--- src/rtl/sha256_round_ctrl.sv ---
// Control sequencer for a single-round SHA-256 compression datapath: IV load, working-var load,
// NUM_ROUNDS rounds, final add, digest hand-off. Optional abort input under SHA256_CTRL_ABORT_EN.
module sha256_round_ctrl #(
  parameter int NUM_ROUNDS = 64,
  parameter int MSG_WORDS  = 16,
  parameter int IDX_W      = 6,
  parameter int CNT_W      = 8
) (
  input  logic             clk,
  input  logic             rst_n,
`ifdef SHA256_CTRL_ABORT_EN
  input  logic             abort,
`endif
  input  logic             blk_valid,
  input  logic             blk_first,
  output logic             blk_ready,
  output logic             dp_init_iv,
  output logic             dp_load_vars,
  output logic             dp_round_en,
  output logic [IDX_W-1:0] dp_round_idx,
  output logic             dp_w_from_msg,
  output logic             dp_final_add,
  output logic             digest_valid,
  input  logic             digest_ack,
  output logic             busy,
  output logic [CNT_W-1:0] blk_cnt
);

  typedef enum logic [2:0] {
    S_IDLE,
    S_INIT,
    S_LOAD,
    S_ROUND,
    S_FINAL,
    S_DONE
  } state_t;

  localparam logic [IDX_W-1:0] LAST_IDX = IDX_W'(NUM_ROUNDS - 1);
  localparam logic [IDX_W:0]   MSG_LIM  = (IDX_W + 1)'(MSG_WORDS);
  localparam logic [CNT_W-1:0] CNT_MAX  = {CNT_W{1'b1}};

  state_t             state_q;
  logic               blk_ready_q;
  logic               dp_init_iv_q;
  logic               dp_load_vars_q;
  logic               dp_round_en_q;
  logic [IDX_W-1:0]   dp_round_idx_q;
  logic               dp_w_from_msg_q;
  logic               dp_final_add_q;
  logic               digest_valid_q;
  logic               busy_q;
  logic [CNT_W-1:0]   blk_cnt_q;

  logic               abort_req;
  logic [IDX_W-1:0]   idx_inc;
  logic               w_from_msg_d;
  logic [CNT_W-1:0]   blk_cnt_d;

`ifdef SHA256_CTRL_ABORT_EN
  assign abort_req = abort;
`else
  assign abort_req = 1'b0;
`endif

  // idx_inc is only consumed while idx < NUM_ROUNDS-1, so it never overflows IDX_W.
  assign idx_inc      = dp_round_idx_q + 1'b1;
  assign w_from_msg_d = ({1'b0, idx_inc} < MSG_LIM);
  assign blk_cnt_d    = (blk_cnt_q == CNT_MAX) ? blk_cnt_q : blk_cnt_q + 1'b1;

  always_ff @(posedge clk or negedge rst_n) begin
    if (!rst_n) begin
      state_q         <= S_IDLE;
      blk_ready_q     <= 1'b0;
      dp_init_iv_q    <= 1'b0;
      dp_load_vars_q  <= 1'b0;
      dp_round_en_q   <= 1'b0;
      dp_round_idx_q  <= '0;
      dp_w_from_msg_q <= 1'b0;
      dp_final_add_q  <= 1'b0;
      digest_valid_q  <= 1'b0;
      busy_q          <= 1'b0;
      blk_cnt_q       <= '0;
    end else begin
      // Strobes are single-cycle unless a state re-asserts them below.
      dp_init_iv_q    <= 1'b0;
      dp_load_vars_q  <= 1'b0;
      dp_round_en_q   <= 1'b0;
      dp_round_idx_q  <= '0;
      dp_w_from_msg_q <= 1'b0;
      dp_final_add_q  <= 1'b0;

      case (state_q)
        S_IDLE: begin
          blk_ready_q <= 1'b1;
          if (blk_valid && blk_ready_q) begin
            blk_ready_q <= 1'b0;
            busy_q      <= 1'b1;
            if (blk_first) begin
              state_q      <= S_INIT;
              dp_init_iv_q <= 1'b1;
              blk_cnt_q    <= '0;
            end else begin
              state_q        <= S_LOAD;
              dp_load_vars_q <= 1'b1;
            end
          end
        end

        S_INIT: begin
          if (abort_req) begin
            state_q     <= S_IDLE;
            blk_ready_q <= 1'b1;
            busy_q      <= 1'b0;
          end else begin
            state_q        <= S_LOAD;
            dp_load_vars_q <= 1'b1;
          end
        end

        S_LOAD: begin
          if (abort_req) begin
            state_q     <= S_IDLE;
            blk_ready_q <= 1'b1;
            busy_q      <= 1'b0;
          end else begin
            state_q         <= S_ROUND;
            dp_round_en_q   <= 1'b1;
            dp_round_idx_q  <= '0;
            dp_w_from_msg_q <= (MSG_LIM != '0);
          end
        end

        S_ROUND: begin
          if (abort_req) begin
            state_q     <= S_IDLE;
            blk_ready_q <= 1'b1;
            busy_q      <= 1'b0;
          end else if (dp_round_idx_q == LAST_IDX) begin
            state_q        <= S_FINAL;
            dp_final_add_q <= 1'b1;
          end else begin
            dp_round_en_q   <= 1'b1;
            dp_round_idx_q  <= idx_inc;
            dp_w_from_msg_q <= w_from_msg_d;
          end
        end

        S_FINAL: begin
          if (abort_req) begin
            state_q     <= S_IDLE;
            blk_ready_q <= 1'b1;
            busy_q      <= 1'b0;
          end else begin
            state_q        <= S_DONE;
            digest_valid_q <= 1'b1;
            blk_cnt_q      <= blk_cnt_d;
          end
        end

        S_DONE: begin
          if (digest_ack) begin
            state_q        <= S_IDLE;
            digest_valid_q <= 1'b0;
            blk_ready_q    <= 1'b1;
            busy_q         <= 1'b0;
          end
        end

        default: begin
          state_q        <= S_IDLE;
          blk_ready_q    <= 1'b0;
          digest_valid_q <= 1'b0;
          busy_q         <= 1'b0;
        end
      endcase
    end
  end

  assign blk_ready     = blk_ready_q;
  assign dp_init_iv    = dp_init_iv_q;
  assign dp_load_vars  = dp_load_vars_q;
  assign dp_round_en   = dp_round_en_q;
  assign dp_round_idx  = dp_round_idx_q;
  assign dp_w_from_msg = dp_w_from_msg_q;
  assign dp_final_add  = dp_final_add_q;
  assign digest_valid  = digest_valid_q;
  assign busy          = busy_q;
  assign blk_cnt       = blk_cnt_q;

endmodule

--- config.mk ---
export PLATFORM = sky130hd
export DESIGN_NAME = sha256_round_ctrl
export DESIGN_NICKNAME = d
export VERILOG_FILES = /design/src/rtl/sha256_round_ctrl.sv
export SDC_FILE = /design/constraint.sdc
export NUM_CORES = 1
export LEC_CHECK = 0
export ABC_AREA = 1
export ABC_CLOCK_PERIOD_IN_PS = 1400
export BUFFER_PORTS_ARGS = -buffer_cell sky130_fd_sc_hd__buf_2
export CAP_MARGIN = 20
export CORE_MARGIN = 2
export CORE_UTILIZATION = 50
export CTS_BUF_LIST = sky130_fd_sc_hd__clkbuf_8
export CTS_CLUSTER_SIZE = 30
export DETAILED_ROUTE_END_ITERATION = 10
export GPL_TIMING_DRIVEN = 1
export PLACE_DENSITY_LB_ADDON = 0.25
export SLEW_MARGIN = 20
export SYNTH_ARGS = -nofsm -noshare
export SYNTH_HDL_FRONTEND = slang
export SYNTH_SLANG_ARGS = --single-unit
--- constraint.sdc ---
create_clock -name clk -period 1.4 [get_ports clk]
set_input_delay 0.07 -clock clk [delete_from_list [all_inputs] [get_ports clk]]
set_output_delay 0.07 -clock clk [all_outputs]
set_load 0.005 [all_outputs]
== After elaboration in Yosys (flattened, before gate mapping) ==
Index checks and enable logic that the tools add are counted.

* Bits in registers: 25
* Latch bits: 0
* Memory bits (writable): 0
* ROM bits: 0
* Bits of input ports: 5
* Output and inout bits: 22
* Word-level logic and storage cells: 68
* Memories: 0

* Add/subtract/negate cells: 2
* $mul: 0
* Divide/modulo/power cells: 0
* Magnitude comparators: 1
* Equal/unequal tests: 12
* Shift-type cells: 0
* Mux-type cells: 30
* Bitwise gates (word level): 2
* Reduce and logical (&&, ||, !) cells: 10

{| class="wikitable"
|+ Operator list
! kind !! number
|-
| 8-bit two-way mux || 3
|-
| 3-bit one-hot mux with 6 select lines || 1
|-
| 8-bit one-hot mux with 2 select lines || 1
|-
| 1-bit two-way mux || 13
|-
| 6-bit two-way mux || 2
|-
| 2-bit inequality test (second input constant) || 5
|-
| 3-bit two-way mux || 3
|-
| 1-bit one-hot mux with 3 select lines || 3
|-
| 8-bit by 1-bit adder with 8-bit output (second input constant) || 1
|-
| 8-bit equality test (second input constant) || 1
|-
| 4-bit OR reduction || 2
|-
| 6-bit by 1-bit adder with 6-bit output (second input constant) || 1
|-
| 3-bit by 2-bit equality test with 1-bit output (second input constant) || 2
|-
| 3-bit equality test (second input constant) || 2
|-
| 6-bit equality test (second input constant) || 1
|-
| 6-bit by 5-bit less-than comparator with 1-bit output (second input constant) || 1
|-
| 1-bit one-hot mux with 2 select lines || 3
|-
| 3-bit AND reduction || 2
|-
| 2-bit AND reduction || 2
|-
| 4-bit AND reduction || 1
|-
| 3-bit by 1-bit equality test with 1-bit output (second input constant) || 1
|-
| 3-bit logical NOT || 1
|-
| 2-bit two-way mux || 1
|-
| 1-bit NOT || 2
|-
| other kinds (2) || 2
|}

== Logic depth before layout (Yosys ltp) ==
* Depth in word-level cells: 4
* Depth in mapped cells: 9
* Depth with buffers taken out: 9

== Worst setup path after synthesis ==
No wires, ideal clock.

* Path kind: register to register
* Start: register state_q[0]
* End: register blk_cnt_q[5] (netlist: blk_cnt[5])
* Library setup time: 0.116 ns
* Data arrival time: 1.166 ns
* Data required time: 1.284 ns
* Path slack: 0.117 ns
* Cell stages (with the launch flop): 7
* Path buffers: 0
* Clock period less this slack: 1.283 ns
* Cell sequence: dfrtp_1 > nor3_4 > nand2_2 > nand2_2 > nand2_4 > nand2_1 > nand2_1

* Word-level cells in the longest chain between the ends: 3
* Elaborated cells on any way between the ends: 8
* Those cells by class: eq/ne: 4; mux: 1; reduce/logical: 3

{| class="wikitable"
|+ Ends and longest elaborated chain
! item !! RTL line !! RTL
|-
| start: declaration || 42 || <nowiki>state_t state_q;</nowiki>
|-
| start signal: assignment || 72 || <nowiki>state_q <= S_IDLE;</nowiki>
|-
| start signal: assignment || 99 || <nowiki>state_q <= S_INIT;</nowiki>
|-
| start signal: assignment || 103 || <nowiki>state_q <= S_LOAD;</nowiki>
|-
| 3-bit equality test / 3-bit logical NOT (equally long branches) || 92 || <nowiki>case (state_q)</nowiki>
|-
| 2-bit inequality test (no line) / 2-bit nonzero test (equally long branches) || - ||
|-
| 4-bit AND reduction (no line) || - ||
|-
| end signal: assignment || 156 || <nowiki>blk_cnt_q <= blk_cnt_d;</nowiki>
|-
| end: declaration || 52 || <nowiki>logic [CNT_W-1:0] blk_cnt_q;</nowiki>
|}

Several ways; a longest one is shown, not always the timed one.
A chain may end at the register's enable or synchronous reset.

== Worst setup path after layout ==
* Start: register state_q[0]
* End: register busy_q (netlist: busy)

* Word-level cells in the longest chain between the ends: 4
* Elaborated cells on any way between the ends: 12
* Those cells by class: eq/ne: 7; mux: 1; bitwise: 1; reduce/logical: 3

{| class="wikitable"
|+ Ends and longest elaborated chain
! item !! RTL line !! RTL
|-
| 3-bit equality test, or another cell as far along || 92 ||
|-
| 4-bit OR reduction (no line) || - ||
|-
| 1-bit NOT (no line) || - ||
|-
| 3-bit AND reduction (no line) || - ||
|-
| end signal: assignment || 97 || <nowiki>busy_q <= 1'b1;</nowiki>
|-
| end signal: assignment || 113 || <nowiki>busy_q <= 1'b0;</nowiki>
|-
| end signal: assignment || 124 || <nowiki>busy_q <= 1'b0;</nowiki>
|-
| end: declaration || 51 || <nowiki>logic busy_q;</nowiki>
|}

Several ways; a longest one is shown, not always the timed one.

==> flow_metrics.env <==
export IMPL_synth_most_common_cell="nand2_1"
export IMPL_synth_common_cells="56 x nand2_1, 28 x nor2_1, 25 x dfrtp_1"
export IMPL_gp_congestion=0.781
export IMPL_viasPerCell=5.18
export IMPL_nets=219
export IMPL_io_pins=27
export IMPL_num_fill_cells=229
export IMPL_tightestPinTransition_ns=0.560
export IMPL_synthArstFlopShare=1.00
export IMPL_synth_seq_cells=25
export IMPL_grt_max_degree=26
export IMPL_p_sw_mw=1.12
export IMPL_status="finished, final reports clean"
export IMPL_synth_yosys_warnings=0
export IMPL_port_buffers=26
export IMPL_power_frac_comb=0.477
export IMPL_seq_area_frac_synth=0.489
export IMPL_grt_pass1_wl_um=4520
export IMPL_crit_type="reg2reg"
export IMPL_hold_class="in2reg"
export IMPL_clk_latency_ns=0.26
export IMPL_antenna_left=0
export IMPL_crit_path_end_kind="flop"
export IMPL_fin_crit_sh=0.940
export IMPL_hold_start="blk_first"
export IMPL_drv_cap=0
export IMPL_drt_pass1_iterations=4
export IMPL_core_sq_mm=0.00245
export IMPL_hpwlAfterDp_um=2160
export IMPL_synth_distinct_cells=20
export IMPL_hold_path_end="dp_load_vars"
export IMPL_hold_violations=0
export IMPL_path_clk_slew_ns=0.09
export IMPL_track_usage=0.211
export IMPL_relSlewSlack=0.627
export IMPL_place_area_sq_mm=0.00149
export IMPL_p_total_mw=2.69
export IMPL_reg2reg_from="state_q[0]"
export IMPL_htreeDepth=1
export IMPL_crit_fanout=4
export IMPL_yosys_top_cells_area="dfrtp_1 49%, nand2_1 16%, nor2_1 8.2%"
export IMPL_clock_tree_root_cell="clkbuf_8"
export IMPL_power_internal_mw=1.57
export IMPL_num_vias=1248
export IMPL_synth_top_area_frac=0.489
export IMPL_ff2ff_setup_slack_ns=0.08
export IMPL_row_count=18
export IMPL_drive_gt1_frac=0.303
export IMPL_first_global_vias=1134
export IMPL_crit_path_start_kind="flop"
export IMPL_antenna_found_initial=0
export IMPL_crit_required_ns=1.55
export IMPL_critical_path_arrival_ns=1.46
export IMPL_p_seq_frac=0.370
export IMPL_grt_overflow=0
export IMPL_synth_ff_type="dfrtp_1"
export IMPL_drtIter0Drc=18
export IMPL_yosys_area_top_type="dfrtp_1"
export IMPL_syn_cell_area_sq_mm=0.00128
export IMPL_power_leakage_nw=0.888
export IMPL_setup_viol=0
export IMPL_fin_cells=241
export IMPL_die_x_um=54.6
export IMPL_place_inst=232
export IMPL_p_per_area_mw_per_mm2=1660
export IMPL_initial_core_util=0.521
export IMPL_sw_frac_of_total=0.415
export IMPL_route_detailed_drc=0
export IMPL_syn_nets=177
export IMPL_wl_um=2930
export IMPL_syn_mean_instance_area_sq_um=7.52
export IMPL_cts_tree="yes"
export IMPL_dieArea_sq_mm=0.00298
export IMPL_area_growth_pct=26.6
export IMPL_cts_buffers=3
export IMPL_timing_rr_end="busy"
export IMPL_synthCells=170
export IMPL_drv_slew=0
export IMPL_worstHoldPathCells=2
export IMPL_final_min_clock_period_ns=1.32
export IMPL_clock_sinks=25
export IMPL_synth_edf_count=0
export IMPL_rr_worst_depth=6
export IMPL_wl_per_cell_um=12.1
export IMPL_pwr_share_clk=0.153
export IMPL_final_cell_area_sq_mm=0.00162
export IMPL_pre_cts_ws_ns=-0.0210
export IMPL_clockBufferDepth=2
export IMPL_ir_worst_vdd_mv=0.978
export IMPL_diodes=0
export IMPL_maxClockFrequency_mhz=760
export IMPL_fp_dieH_um=54.6
export IMPL_setup_slack_ns=0.0836
export IMPL_fin_skew_ns=0.00480
cell usage in the layout (no fill, tap or decap):
| master | count |
|---|---|
| clkbuf_8 | 3 |
| inv_2 | 5 |
| o31ai_1 | 1 |
| nand2_4 | 3 |
| buf_2 | 26 |
| nand3b_1 | 1 |
| nor2_1 | 23 |
| nand3_2 | 2 |
| inv_1 | 18 |
| nor2_2 | 5 |
| nor3_1 | 2 |
| xnor2_1 | 2 |
| dfrtp_2 | 2 |
| nand4_1 | 1 |
| o21ai_0 | 4 |
| buf_4 | 10 |
| dlygate4sd3_1 | 1 |
| xor2_1 | 1 |
| nand2_1 | 53 |
| nor3_4 | 1 |
| dfrtp_1 | 23 |
| nand3_1 | 11 |
| ha_2 | 2 |
| a21oi_1 | 4 |
| nand2_2 | 5 |
| o21ai_1 | 2 |
per-layer routing:
layer | vias up | routed length [um] | track usage
met1 | 599 | 1180 | 0.231
met3 | 6 | 127 | 0.0301
met2 | 36 | 1570 | 0.412
met5 | - | 0 | 0
met4 | 0 | 45 | 0.0625
li1 | 607 | - | -
critical path: stages (launching register included):
cell,delay (ns)
dfrtp_1,0.43
buf_4,0.14
nand3_1,0.08
nor2_1,0.28
nor2_1,0.12
nand3_1,0.09
a21oi_1,0.06
cell families (layout without fill, tap and decap cells):
| kind of cell | count (synthesis) | count (layout) | share of synthesized area |
|---|---|---|---|
| XOR/XNOR | 3 | 3 | 0.0206 |
| adder cells (fa/ha/maj) | 2 | 2 | 0.0196 |
| buffers and inverters | 22 | 63 | 0.0646 |
| flip-flops | 25 | 25 | 0.489 |
| AND/OR/NAND/NOR | 107 | 107 | 0.361 |
| AO/OA/AOI/OAI | 11 | 11 | 0.0450 |
state kept, by name (all words and copies together), names as in the netlist:
name,cells
dp_w_from_msg,1
state_q,3
dp_load_vars,1
dp_round_idx,6
dp_final_add,1
digest_valid,1
blk_ready,1
dp_round_en,1
busy,1
dp_init_iv,1
blk_cnt,8
final cells by class:
| class | instances | area, sq um | share of cell area |
|---|---|---|---|
| Inverter | 22 | 82.6 | 0.0510 |
| Sequential cell | 25 | 628 | 0.388 |
| Clock inverter | 1 | 3.75 | 0.00232 |
| Tap cell | 30 | 37.5 | 0.0232 |
| Multi-Input combinational cell | 123 | 611 | 0.377 |
| Clock buffer | 3 | 41.3 | 0.0255 |
| Timing Repair Buffer | 37 | 215 | 0.133 |
power groups by stage:
stage	registers [mW]	clock network (mW)	logic [mW]
after global placement	0.985	0	1.10
final	0.996	0.412	1.28
after floorplan	1.01	0	0.721
after detailed placement	1.00	0	1.13
after global routing	1.01	0.443	1.44
after CTS	0.986	0.424	1.16
through the flow:
stage | hold WS (ns) | util | setup TNS, ns
final | 0.0278 | 0.660 | 0
after global routing | 0.0234 | 0.660 | -0.0547
after CTS | 0.0218 | 0.636 | 0
after detailed placement | 0.0944 | 0.608 | -0.0210
after global placement | 0.0850 | 0.608 | 0
after floorplan | -0.226 | - | 0
worst max-delay path by stage:
stage,from,slack (ns),depth (start not counted),endpoint
detailed placement,dp_round_idx[0],-0.02,8,state_q[0]
global route,dp_round_idx[1],-0.03,8,state_q[2]
CTS,state_q[1],0.03,6,blk_cnt[4]
finish,state_q[0],0.08,6,busy
global placement,dp_round_idx[0],0.04,8,state_q[0]
floorplan,state_q[0],0.12,6,blk_cnt[5]
timing repair:
| item | CTS | global route |
|---|---|---|
| endpoints found under the hold margin | 25 | 0 |
| hold buffers | 1 | 0 |
| setup buffers | 2 | 2 |
| cloned | 0 | 0 |
| pin swaps | 1 | 5 |
| setup endpoints to repair | 1 | 16 |
| gates resized for setup | 0 | 18 |
No activity file was read; power rests on OpenSTA's default activity.
